**config.mk**
```make
export PLATFORM = sky130hd
export DESIGN_NAME = dec_scan_reg_flat
export DESIGN_NICKNAME = d
export VERILOG_FILES = /design/src/rtl/dec_scan_reg_if.sv /design/src/rtl/dec_scan_reg.sv /design/src/flat_wrapper.sv
export SDC_FILE = /design/constraint.sdc
export NUM_CORES = 1
export LEC_CHECK = 0
export BUFFER_PORTS_ARGS = -buffer_cell sky130_fd_sc_hd__buf_2
export CAP_MARGIN = 20
export CORE_MARGIN = 4
export CORE_UTILIZATION = 39
export DETAILED_ROUTE_END_ITERATION = 8
export PLACE_DENSITY = 0.7
export SLEW_MARGIN = 15
export SYNTH_ARGS = -nofsm -noshare
export SYNTH_HDL_FRONTEND = slang
export SYNTH_SLANG_ARGS = --single-unit
```
**constraint.sdc**
```tcl
create_clock -name clk -period 0.8 [get_ports clk]
set_input_delay 0.08 -clock clk [delete_from_list [all_inputs] [get_ports clk]]
set_output_delay 0.08 -clock clk [all_outputs]
set_load 0.005 [all_outputs]
```
**src/rtl/dec_scan_reg_if.sv**
```systemverilog
// Bus bundle for dec_scan_reg: control/code inputs and registered decode outputs.
// The master side drives the controls; the slave side is the decoder.
interface dec_scan_reg_if #(
  parameter int SEL_W = 4,
  parameter int DIV_W = 8
);
  localparam int OUT_W = 2**SEL_W;

  logic             en;
  logic             mode;
  logic             in_valid;
  logic [SEL_W-1:0] in_sel;
  logic [DIV_W-1:0] div;
  logic [OUT_W-1:0] y;
  logic             y_valid;
  logic             scan_wrap;

  modport master (
    output en, mode, in_valid, in_sel, div,
    input  y, y_valid, scan_wrap
  );

  modport slave (
    input  en, mode, in_valid, in_sel, div,
    output y, y_valid, scan_wrap
  );
endinterface

```
**src/rtl/dec_scan_reg.sv**
```systemverilog
// dec_scan_reg: registered one-hot decoder with an optional scanning mode.
// Direct mode latches 1<<in_sel on in_valid and holds it between strobes.
// Scan mode (build macro DEC_SCAN_EN) walks the one-hot bit across all
// outputs, dwelling div+1 cycles per position and pulsing scan_wrap when the
// walk returns to bit 0. Without DEC_SCAN_EN, mode and div are ignored and
// scan_wrap stays low.
module dec_scan_reg #(
  parameter int SEL_W = 4,
  parameter int DIV_W = 8
) (
  input logic       clk,
  input logic       rst_n,
  dec_scan_reg_if.slave bus
);
  localparam int OUT_W = 2**SEL_W;

  if (SEL_W < 1 || SEL_W > 6) begin : g_bad_sel_w
    $error("dec_scan_reg: SEL_W must be in 1..6");
  end

  typedef enum logic [1:0] {IDLE, DIRECT, SCAN} state_t;

  state_t           state_q, state_d;
  logic [OUT_W-1:0] y_q, y_d;
  logic             y_valid_q, y_valid_d;
  logic             scan_wrap_q, scan_wrap_d;
  logic             scan_req;

`ifdef DEC_SCAN_EN
  logic [SEL_W-1:0] idx_q, idx_d;
  logic [DIV_W-1:0] pre_q, pre_d;

  assign scan_req = bus.mode;
`else
  logic unused_cfg;

  assign unused_cfg = ^{bus.mode, bus.div};
  assign scan_req   = 1'b0;
`endif

  // Next-state and output decode; every path starts from "hold".
  always_comb begin
    state_d     = state_q;
    y_d         = y_q;
    y_valid_d   = y_valid_q;
    scan_wrap_d = 1'b0;
`ifdef DEC_SCAN_EN
    idx_d       = idx_q;
    pre_d       = pre_q;
`endif
    if (!bus.en) begin
      state_d   = IDLE;
      y_d       = '0;
      y_valid_d = 1'b0;
`ifdef DEC_SCAN_EN
      idx_d     = '0;
      pre_d     = '0;
`endif
    end else if (scan_req) begin
      state_d = SCAN;
`ifdef DEC_SCAN_EN
      if (state_q != SCAN) begin
        // Fresh scan always starts at bit 0 with an empty dwell.
        idx_d     = '0;
        pre_d     = '0;
        y_d       = OUT_W'(1);
        y_valid_d = 1'b1;
      end else if (pre_q == bus.div) begin
        // Dwell complete: step to the next bit, wrapping naturally at SEL_W bits.
        pre_d       = '0;
        idx_d       = idx_q + SEL_W'(1);
        y_d         = OUT_W'(1) << idx_d;
        scan_wrap_d = (idx_q == SEL_W'(OUT_W - 1));
      end else begin
        pre_d = pre_q + DIV_W'(1);
      end
`endif
    end else begin
      state_d = DIRECT;
`ifdef DEC_SCAN_EN
      // Leaving scan keeps the visible bit but forgets scan progress.
      if (state_q == SCAN) begin
        idx_d = '0;
        pre_d = '0;
      end
`endif
      if (bus.in_valid) begin
        y_d       = OUT_W'(1) << bus.in_sel;
        y_valid_d = 1'b1;
      end
    end
  end

  // State and output registers with asynchronous clear.
  always_ff @(posedge clk or negedge rst_n) begin
    if (!rst_n) begin
      state_q     <= IDLE;
      y_q         <= '0;
      y_valid_q   <= 1'b0;
      scan_wrap_q <= 1'b0;
    end else begin
      state_q     <= state_d;
      y_q         <= y_d;
      y_valid_q   <= y_valid_d;
      scan_wrap_q <= scan_wrap_d;
    end
  end

`ifdef DEC_SCAN_EN
  // Scan index and dwell prescaler, cleared asynchronously with the rest.
  always_ff @(posedge clk or negedge rst_n) begin
    if (!rst_n) begin
      idx_q <= '0;
      pre_q <= '0;
    end else begin
      idx_q <= idx_d;
      pre_q <= pre_d;
    end
  end
`endif

  assign bus.y         = y_q;
  assign bus.y_valid   = y_valid_q;
  assign bus.scan_wrap = scan_wrap_q;
endmodule

```
**src/flat_wrapper.sv**
```systemverilog
// flat-port wrapper written by rule: the top's interface ports become plain ports
module dec_scan_reg_flat 
#(
  parameter int SEL_W = 4,
  parameter int DIV_W = 8
)
  (clk, rst_n, bus_en, bus_mode, bus_in_valid, bus_in_sel, bus_div, bus_y, bus_y_valid, bus_scan_wrap);
  dec_scan_reg_if #(.SEL_W(SEL_W), .DIV_W(DIV_W)) bus_i ();
  input logic clk;
  input logic rst_n;
  input wire logic [$bits(bus_i.en)-1:0] bus_en;
  input wire logic [$bits(bus_i.mode)-1:0] bus_mode;
  input wire logic [$bits(bus_i.in_valid)-1:0] bus_in_valid;
  input wire logic [$bits(bus_i.in_sel)-1:0] bus_in_sel;
  input wire logic [$bits(bus_i.div)-1:0] bus_div;
  output wire logic [$bits(bus_i.y)-1:0] bus_y;
  output wire logic [$bits(bus_i.y_valid)-1:0] bus_y_valid;
  output wire logic [$bits(bus_i.scan_wrap)-1:0] bus_scan_wrap;
  assign bus_i.en = bus_en;
  assign bus_i.mode = bus_mode;
  assign bus_i.in_valid = bus_in_valid;
  assign bus_i.in_sel = bus_in_sel;
  assign bus_i.div = bus_div;
  assign bus_y = bus_i.y;
  assign bus_y_valid = bus_i.y_valid;
  assign bus_scan_wrap = bus_i.scan_wrap;
  dec_scan_reg #(.SEL_W(SEL_W), .DIV_W(DIV_W)) u_core (.clk(clk), .rst_n(rst_n), .bus(bus_i));
endmodule
```
# == Word level (Yosys, flattened, before mapping) ==
# Index checks and enable logic that the tools add are counted.
# word_totals
inputBits,17
ff_bits,17
out_inout_bits,18
# op_classes
n_eq_ne,1
muxes,4
n_shift,1
# op_table
cell,count
16-bit 2-to-1 mux,2
"1-bit by 4-bit << shifter with 16-bit output, first input constant",1
1-bit 2-to-1 mux,2
"2-bit by 1-bit != test with 1-bit output, second input constant",1

# == Longest topological paths before layout ==
# logic_depth
ltp_word,3
mapped_depth,4
depth_no_buf,2

# == Worst setup path before layout ==
# No wires, ideal clock.
# synth_path
path_kind,reg-to-reg
start,"register, netlist name u_core.bus.y[0]"
end,"register u_core.y_q[0], in the netlist u_core.bus.y[0]"
path_buffers,0
period_less_slack_ns,0.711
stages_incl_launch_ff,2
setup_slack_ns,0.089
setup_ns,0.121
t_arrival_ns,0.590
cell_sequence,dfrtp_1 -> a22o_2
# synth_lines
item,line,text
to (signal assigned),dec_scan_reg.sv:103,y_q <= y_d;
to (decl),dec_scan_reg.sv:24,"logic [OUT_W-1:0] y_q, y_d;"

# == Final worst setup path ==
# layout_path
start,"register u_core.y_q[7], in the netlist u_core.bus.y[7]"
end,output port bus_y[7]
# layout_lines
item,line,text
to (decl),flat_wrapper.sv:16,output wire logic [$bits(bus_i.y)-1:0] bus_y;
# No word-level cell between the ends.

==> out/summary.txt <==
worst path buffer plus inverter count: 1
Initial Utilization: 0.413
WHS Endpoint: u_core.bus.y_valid
crit-path cells: buf_2
antenna violations before repair: 0
total number of vias: 561
Vias per Instance: 4.92
RSZ-0062 raised after global routing: yes
DRC viols: 0
sequential share of the synthesized area: 0.596
most common cell in the netlist: dfrtp_1
Pwr Total: 1480 µW
async set or reset register ratio after synthesis: 1.00
crit path time final: 0.910 ns
share of cells above drive strength 1: 0.506
final worst path period share: 1.14
Fmax: 1100 MHz
Yosys warnings: 0
worst r2r path cells: 3
Crit path max-delay family: flip-flops
Cell variety after synth: 21
die span in x: 50.8 µm
Leak: 0.000514 µW
largest net degree at the start of global routing: 18
GRT Overall Usage: 0.133
min-delay worst type: in2reg
Synthesized Nets: 68
Post-synth top cells: dfrtp_1, o2bb2ai_1
Top FF cell, synth: dfrtp_1
Routed Wire Length: 1490 µm
Synth Cell Area: 713 µm²
non-filler instance count after layout: 114
Core Area: 1730 µm²
Worst setup SP type: flop
Max-cap violations: 0
fin. max-slew vios: 0
CTS root buf: clkbuf_4
WHS Path Cells: 2
CP max-delay cell: dfrtp_1
Die ar.: 2580 µm²
CP Class: reg2out
ant diodes: 0
top cell type's share of synthesized area: 0.596
final hold violation count: 0
Min-Delay Startpoint: bus_in_valid
clk_skew: 0 ns
layout net count: 107
Die H: 50.8 µm
row count: 15
EDFF count, synth: 0
vias in the first global route: 574
clk slew on worst S/H paths: 0.10 ns
global-route wire length before repair: 2530 µm
Routed wire per std cell: 13.0 µm
CTS Buf Count: 3
antenna viol nets, final: 0
crit path DAT: 0.83 ns
Max Root-Sink Buffers: 2
I/O pin total: 35
CP peak stage delay: 0.40 ns
crit end category: primary output
maximum vdd drop: 1.21 mV
cell taking the most area after synthesis: dfrtp_1
drt pass-1 iters: 4
Worst Slack Setup Final: -0.110 ns
global route overflow: 0
post-synthesis register bit count: 17
Final Core Density: 0.559
Inst Count DP: 99
Synth Area per Inst: 14.0 µm²
CP Max Fanout: 2
critical path required time: 0.72 ns
clk sinks: 17
Worst Tran Pin Value: 0.623 ns
power density cells: 1540 nW/µm²
Cells after Synth: 51
H-tree Lvls: 1
worst skew pair latency: 0.29 ns
number of DRC markers in iteration 0: 2
failing checks: setup timing
IO Port Bufs: 24
reg-to-reg critical path endpoint: u_core.bus.y[13]
area grow syn2layout: 35.3%
Slew HR: 0.583
status: finished with violations
R2R Setup Slk: -0.06 ns
CTS tree: yes
Final setup violation count: 21
RD Place Congestion: 0.729
Worst R2R Start: u_core.bus.y[13]
top post-synthesis cells by area: dfrtp_1, o2bb2ai_1, a22o_2
[routing by layer]
layer / vias to the layer above / part of all wire / track usage / wire (µm)
met3: 0 / 0.073 / 0.0682 / 109
met1: 272 / 0.45 / 0.169 / 675
met5: - / 0 / 0 / 0
met2: 21 / 0.47 / 0.209 / 700
li1: 268 / - / - / -
met4: 0 / 0 / 0.0179 / 0
[worst max path at each step]
stage                          from               to  slack, ns  depth (start not counted)
global route        u_core.bus.y[8]         bus_y[8]      -0.16                          1
detailed placement     bus_in_valid  u_core.bus.y[8]      -0.23                          3
CTS                 u_core.bus.y[4]         bus_y[4]      -0.12                          1
finish              u_core.bus.y[7]         bus_y[7]      -0.11                          1
floorplan           u_core.bus.y[0]  u_core.bus.y[0]       0.09                          1
global placement       bus_in_valid  u_core.bus.y[8]      -0.18                          3
[where the power goes]
| part | internal [µW] | switching (µW) | total [µW] |
|---|---|---|---|
| combinational | 68.9 | 84.4 | 153 |
| clock | 186 | 262 | 447 |
| sequential | 873 | 7.38 | 881 |
[state kept, by name, indices dropped and copies added, names as in the netlist]
signal              flops
u_core.bus.y           16
u_core.bus.y_valid      1
[per-stage QoR]
step | hold slack [ns] | setup TNS, ns | setup slack, ns | area [µm²]
2_1_floorplan | -0.216 | 0 | 0.0886 | 713
6_report | 0.0724 | -1.58 | -0.110 | 965
3_5_place_dp | 0.0157 | -2.94 | -0.230 | 841
4_1_cts | 0.0697 | -1.61 | -0.116 | 938
3_3_place_gp | 0.0120 | -2.35 | -0.181 | 841
5_1_grt | 0.0972 | -2.63 | -0.158 | 965
[cells in the final DEF (no fill, tap or decap)]
cell type	Yosys	routed
a22o_1	2	2
a22o_2	2	2
a32o_1	2	2
and4b_2	1	1
and4bb_1	1	1
buf_2	0	24
buf_4	1	9
buf_6	1	3
clkbuf_4	0	3
clkinv_2	0	1
conb_1	1	1
dfrtp_1	17	17
dlygate4sd3_1	0	1
inv_1	1	1
nand2_1	1	1
nand2b_1	2	2
nand4_1	1	1
nand4b_1	2	2
nor2_1	1	1
nor2b_1	1	1
nor2b_2	1	1
o21a_1	1	1
o2bb2ai_1	10	10
or2_2	1	1
[repair_timing]
item | in CTS | in global routing
gates resized for setup | 0 | 3
hold buffers | 1 | 0
hold endpoints to repair | 17 | 0
setup buffers | 8 | 2
setup endpoints to repair | 17 | 23
[cell families (layout without fill, tap and decap cells)]
family / count (synthesis) / count (layout) / share of synthesized area
compound gates: 17 / 17 / 0.214
flops: 17 / 17 / 0.596
simple gates: 12 / 12 / 0.125
buf+inv: 4 / 42 / 0.0596
other cells: 1 / 1 / 0.00526
[cell type report]
class,count,area [µm²]
flip-flops and latches,17,425
multi-input cells,30,245
well taps,25,31.3
clock inverters,1,5.00
repair buffers,37,231
fillers,164,762
inverters,1,3.75
clock buffers,3,22.5
(Power assumes the default switching activity.)
